## src/rtl/osc_phase_accum.sv

```systemverilog
// osc_phase_accum: time-multiplexed per-slot phase accumulator.
// Optional key-sync on note-on is built only when KEY_SYNC_EN is defined.
module osc_phase_accum #(
  parameter int VOICES   = 8,
  parameter int V_OSC    = 4,
  parameter int V_WIDTH  = 3,
  parameter int O_WIDTH  = 2,
  parameter int PH_WIDTH = 32
) (
  input  logic                       iCLK,
  input  logic                       iRST_N,
  input  logic                       sample_tick,
  input  logic [23:0]                osc_pitch_val,
  input  logic                       note_on,
  input  logic [V_WIDTH-1:0]         cur_key_adr,
  output logic [V_WIDTH+O_WIDTH-1:0] slot_adr,
  output logic [PH_WIDTH-1:0]        phase_out,
  output logic [V_WIDTH+O_WIDTH-1:0] phase_slot,
  output logic                       phase_valid,
  output logic                       wrap,
  output logic                       busy,
  output logic                       overrun
);

  localparam int SW    = V_WIDTH + O_WIDTH;
  localparam int SLOTS = VOICES * V_OSC;

  localparam logic [SW-1:0] LAST_SLOT = SW'(SLOTS - 1);

  localparam logic [0:0] IDLE = 1'b0;
  localparam logic [0:0] RUN  = 1'b1;

  logic [0:0]          state;
  logic [SW-1:0]       counter;
  logic                overrun_q;
  logic [SW-1:0]       slot_r;
  logic [23:0]         pitch_r;
  logic                cap_v;
  logic [PH_WIDTH-1:0] phase_q [SLOTS];
  logic                sync_hit;
  logic [PH_WIDTH-1:0] base;
  logic [PH_WIDTH:0]   add_w;

  assign busy     = (state == RUN);
  assign slot_adr = busy ? counter : '0;
  assign overrun  = overrun_q;

  // Frame sequencer: walk all slots once per sample_tick
  always_ff @(posedge iCLK or negedge iRST_N) begin
    if (!iRST_N) begin
      state     <= IDLE;
      counter   <= '0;
      overrun_q <= 1'b0;
    end else begin
      unique case (state)
        IDLE: begin
          counter <= '0;
          if (sample_tick) state <= RUN;
        end
        RUN: begin
          if (sample_tick) overrun_q <= 1'b1;
          if (counter == LAST_SLOT) begin
            state   <= IDLE;
            counter <= '0;
          end else begin
            counter <= counter + 1'b1;
          end
        end
        default: begin
          state   <= IDLE;
          counter <= '0;
        end
      endcase
    end
  end

  // Capture slot index and the same-cycle pitch return
  always_ff @(posedge iCLK or negedge iRST_N) begin
    if (!iRST_N) begin
      slot_r  <= '0;
      pitch_r <= '0;
      cap_v   <= 1'b0;
    end else begin
      cap_v <= busy;
      if (busy) begin
        slot_r  <= counter;
        pitch_r <= osc_pitch_val;
      end
    end
  end

`ifdef KEY_SYNC_EN
  logic [SLOTS-1:0] pend_q;
  logic [SLOTS-1:0] set_m;
  logic [SLOTS-1:0] clr_m;

  // Pending-sync set/clear masks
  always_comb begin
    set_m = '0;
    clr_m = '0;
    if (note_on) begin
      for (int o = 0; o < V_OSC; o++) begin
        set_m[{cur_key_adr, O_WIDTH'(o)}] = 1'b1;
      end
    end
    if (cap_v) clr_m[slot_r] = 1'b1;
  end

  // Pending bits: a set in the clearing cycle survives to next frame
  always_ff @(posedge iCLK or negedge iRST_N) begin
    if (!iRST_N) pend_q <= '0;
    else         pend_q <= (pend_q & ~clr_m) | set_m;
  end

  assign sync_hit = cap_v & pend_q[slot_r];
`else
  logic unused_key;
  assign unused_key = ^{note_on, cur_key_adr};
  assign sync_hit   = 1'b0;
`endif

  // Accumulate: a pending sync restarts the phase from zero
  always_comb begin
    base  = sync_hit ? '0 : phase_q[slot_r];
    add_w = {1'b0, base} + (PH_WIDTH + 1)'(pitch_r);
  end

  assign phase_valid = cap_v;
  assign phase_out   = cap_v ? add_w[PH_WIDTH-1:0] : '0;
  assign phase_slot  = cap_v ? slot_r : '0;
  assign wrap        = cap_v & (add_w[PH_WIDTH] | sync_hit);

  // Phase register file write-back
  always_ff @(posedge iCLK or negedge iRST_N) begin
    if (!iRST_N) begin
      for (int i = 0; i < SLOTS; i++) phase_q[i] <= '0;
    end else if (cap_v) begin
      phase_q[slot_r] <= add_w[PH_WIDTH-1:0];
    end
  end

endmodule

```

## config.mk

```make
export PLATFORM = sky130hd
export DESIGN_NAME = osc_phase_accum
export DESIGN_NICKNAME = d
export VERILOG_FILES = /design/src/rtl/osc_phase_accum.sv
export SDC_FILE = /design/constraint.sdc
export NUM_CORES = 2
export LEC_CHECK = 0
export BUFFER_PORTS_ARGS = -buffer_cell sky130_fd_sc_hd__buf_2
export CORE_ASPECT_RATIO = 1.2
export CORE_MARGIN = 4
export CORE_UTILIZATION = 58
export DETAILED_ROUTE_END_ITERATION = 10
export GPL_TIMING_DRIVEN = 0
export PLACE_DENSITY = 0.78
export RECOVER_POWER = 100
export SETUP_SLACK_MARGIN = 0.05
export SLEW_MARGIN = 20
export SYNTH_ARGS = -nofsm -noshare
export SYNTH_HDL_FRONTEND = slang
export SYNTH_SLANG_ARGS = --single-unit
```

## constraint.sdc

```tcl
create_clock -name iCLK -period 7.13 [get_ports iCLK]
set_input_delay 0.3565 -clock iCLK [delete_from_list [all_inputs] [get_ports iCLK]]
set_output_delay 0.3565 -clock iCLK [all_outputs]
set_load 0.02 [all_outputs]
```

==> reports/metrics.cfg <==
[setup_path]
cp_max_fo = 19
worstPathRequired_ns = 6.77
critPathBufInv = 9
critPathCaptureType = output pin
cp_top_family = buffers and inverters
path_cells = buf_2, buf_12, buf_4, buf_4, clkbuf_8, mux4_2, a22oi_1, nand4_1, ha_1, inv_1, fa_1, nand2b_1, a211oi_2, nor2_1, o21ai_2, a31oi_1, o211ai_1, and3_1, clkbuf_1, clkbuf_4, nor3_1, buf_2
slowest_delay_ns = 0.47
slowest_stage = dfrtp_1
arrival_ns = 6.66
path_class = register to output pin
setup.worst_path.start_class = register

[timing]
finalCritPeriodShare_pct = 98.4
setup_viol = 0
fin_skew_ns = 0.0298
max_slew_margin_pct = -252
slew_violations = 231
finalCriticalPeriod_ns = 7.02
hold_violations = 0
layout_setup_ws_ns = 0.113
max_freq_mhz = 143
rsz0062_at_grt = false
worst_slew_pin_slew_ns = 5.28

[placement]
dp.final_hpwl_mm = 118
dp_slack_ns = -1.32
port_buffers = 72
place_congestion = 1.02
placedCellCount = 5475

[route]
via_count = 38627
first_pass_iters = 7
viasPerCell = 6.78
highest_layer = met4
route.met2.wl_mm = 74.0
drt-met1-wl_mm = 57.5
wl_per_cell_um = 30.2
dr.first_iter.drc_count = 5699
dr_wl_met3_mm = 21.1
drt-total-wl_mm = 172
drc_errors = 0
ant_nets = 0

[yosys]
synth.distinct_cells = 62
syn_avg_cell_area_sq_um = 10.7
yosysTopAreaCellShare_pct = 56.7
synth_seq_area_share_pct = 56.7
synth-edff-count = 0
synthFlopType = dfrtp_1
yosysMostFrequentCell = dfrtp_1
yosys.area_share.simple_pct = 10.6
synthMuxAreaShare_pct = 13.4
netlist_top_cells_count = 1,061 x dfrtp_1, 1,051 x nand2_1, 945 x o21ai_0, 346 x clkbuf_1, 192 x mux4_2
synthTopCellsByArea = dfrtp_1 57%, o21ai_0 10%, mux4_2 9.2%
synth-compound-area-share_pct = 14.6
synth-async-reset-ratio_pct = 100
synth_top_family_by_area = compound AO/OA/AOI/OAI gates
ys.warnings.count = 0
synthAdderAreaFrac_pct = 0.738
synth_seq_cells = 1061
syn-num-nets = 4415
synthXorXnorAreaFrac_pct = 0.505
netlist.top_cell.by_area = dfrtp_1
synthesis.area_sq_um = 46800
syn_inst = 4357

[floorplanning]
io_pins = 77
core_sq_um = 79600
die_w_um = 267
dieArea_sq_um = 85300
chipHeight_um = 319
std_cell_rows = 113
initial_core_util_pct = 58.8

[global_routing]
grt_pass1_vias = 38476
antenna_found_initial = 3
grt_usage_pct = 40.6
grt_remaining_overflow = 0
grt_pass1_wl_mm = 252
grt_start_max_net_pins = 145

[clock_network]
cts_buffer_depth = 3
cts_sinks = 1061
cts_root_buf = clkbuf_16
clock_latency_ns = 0.73
cts_tree = yes
numCtsBuffers = 103
clkTransAtPathRegs_ns = 0.06
h-tree-depth = 3

[outcome]
status = finished with violations
violations = max-capacitance violations, max-slew violations

[hold_path]
hold_path.class = input pin to register

[cells_and_area]
layout-drive-gt1-share_pct = 14.3
syn_to_final_growth_pct = 13.1
instances_no_fill = 5693
nNetsFinal = 4628

[flow_run]
maxCapViolations = 2

-- cells in the final DEF (no fill, tap or decap), drive strengths merged, types with 8 or more instances in the layout --
master and instances:
ha 26, o22ai 64, a21o 10, mux2 60, nor4 18, and3 8, clkbuf 510, mux4 192
inv 13, xnor2 13, dfrtp 1061, nor2 46, mux2i 129, and2 17, o31ai 35, a21oi 23
o21ai 975, a22oi 94, dlygate4sd3 26, nand4 25, nand2 1053, xor2 14, buf 129, clkinv 19
-- state kept, by name, indices dropped and copies added, names as in the netlist --
| register | cells |
|---|---|
| busy | 1 |
| counter | 5 |
| overrun | 1 |
| phase_q | 1024 |
| phase_valid | 1 |
| pitch_r | 24 |
| slot_r | 5 |
-- logic make-up after synthesis --
kind of cell             count (synthesis)
multiplexers                           381
AO/OA/AOI/OAI                         1234
XOR/XNOR                                27
flip-flops                            1061
adder cells (fa/ha/maj)                 27
AND/OR/NAND/NOR                       1218
buffers and inverters                  409
-- path summary, 6_finish.rpt --
kind	to	cells after the start	slack (ns)	from
max in group asynchronous	phase_q[990]	4	1.11	iRST_N
worst max-delay path	phase_out[28]	22	0.11	slot_r[1]
min in group asynchronous	phase_q[698]	2	2.15	iRST_N
worst min register to register	overrun	1	0.46	overrun
worst min-delay path	overrun	3	0.40	sample_tick
worst max register to register	phase_q[184]	17	0.94	slot_r[0]
-- worst register-to-register path, delay by kind of cell (launching register included) --
| family | cells | cell delay (ns) |
|---|---|---|
| buffers and inverters | 6 | 2.19 |
| AOI/OAI and AO/OA | 7 | 1.76 |
| muxes | 1 | 0.63 |
| adders and majority gates | 1 | 0.46 |
| DFF | 1 | 0.41 |
| and+or+nand+nor | 1 | 0.29 |
| xor gates and xnor gates | 1 | 0.28 |
-- what timing repair did --
item | in CTS | in global routing
setup endpoints to repair | 804 | 23
buffers inserted | 0 | 3
endpoints found under the hold margin | 114 | 0
hold buffers | 26 | 0
pin swaps | 1 | 2
gates resized for setup | 86 | 78
-- stage by stage --
step	hold WS (ns)	cell area [sq um]	util, %	setup TNS (ns)
floorplan	0.0609	46800	-	0
global placement	0.443	48500	60.9	-
detailed placement	0.345	48800	61.3	-324.16
CTS	0.239	52800	66.3	0
global route	0.423	52900	66.5	0
finish	0.399	52900	66.5	0
-- routing by layer --
layer | vias up | GRT usage [%]
li1 | 15760 | -
met1 | 19197 | 50.4
met2 | 2787 | 58.3
met3 | 883 | 12.0
met4 | 0 | 34.9
met5 | - | 0
-- area by class of cell --
cell class | count | area [sq um]
fillers | 6084 | 26700
flip-flops and latches | 1061 | 26600
multi-input cells | 2887 | 18800
clock buffers | 157 | 3130
plain buffers | 396 | 1840
well taps | 1035 | 1290
repair buffers | 112 | 885
clock inverters | 31 | 385
inverters | 9 | 33.8
diodes | 5 | 12.5
Power is not shown: default switching activity piles up to over one toggle a cycle in this logic, so the estimate is an artifact.
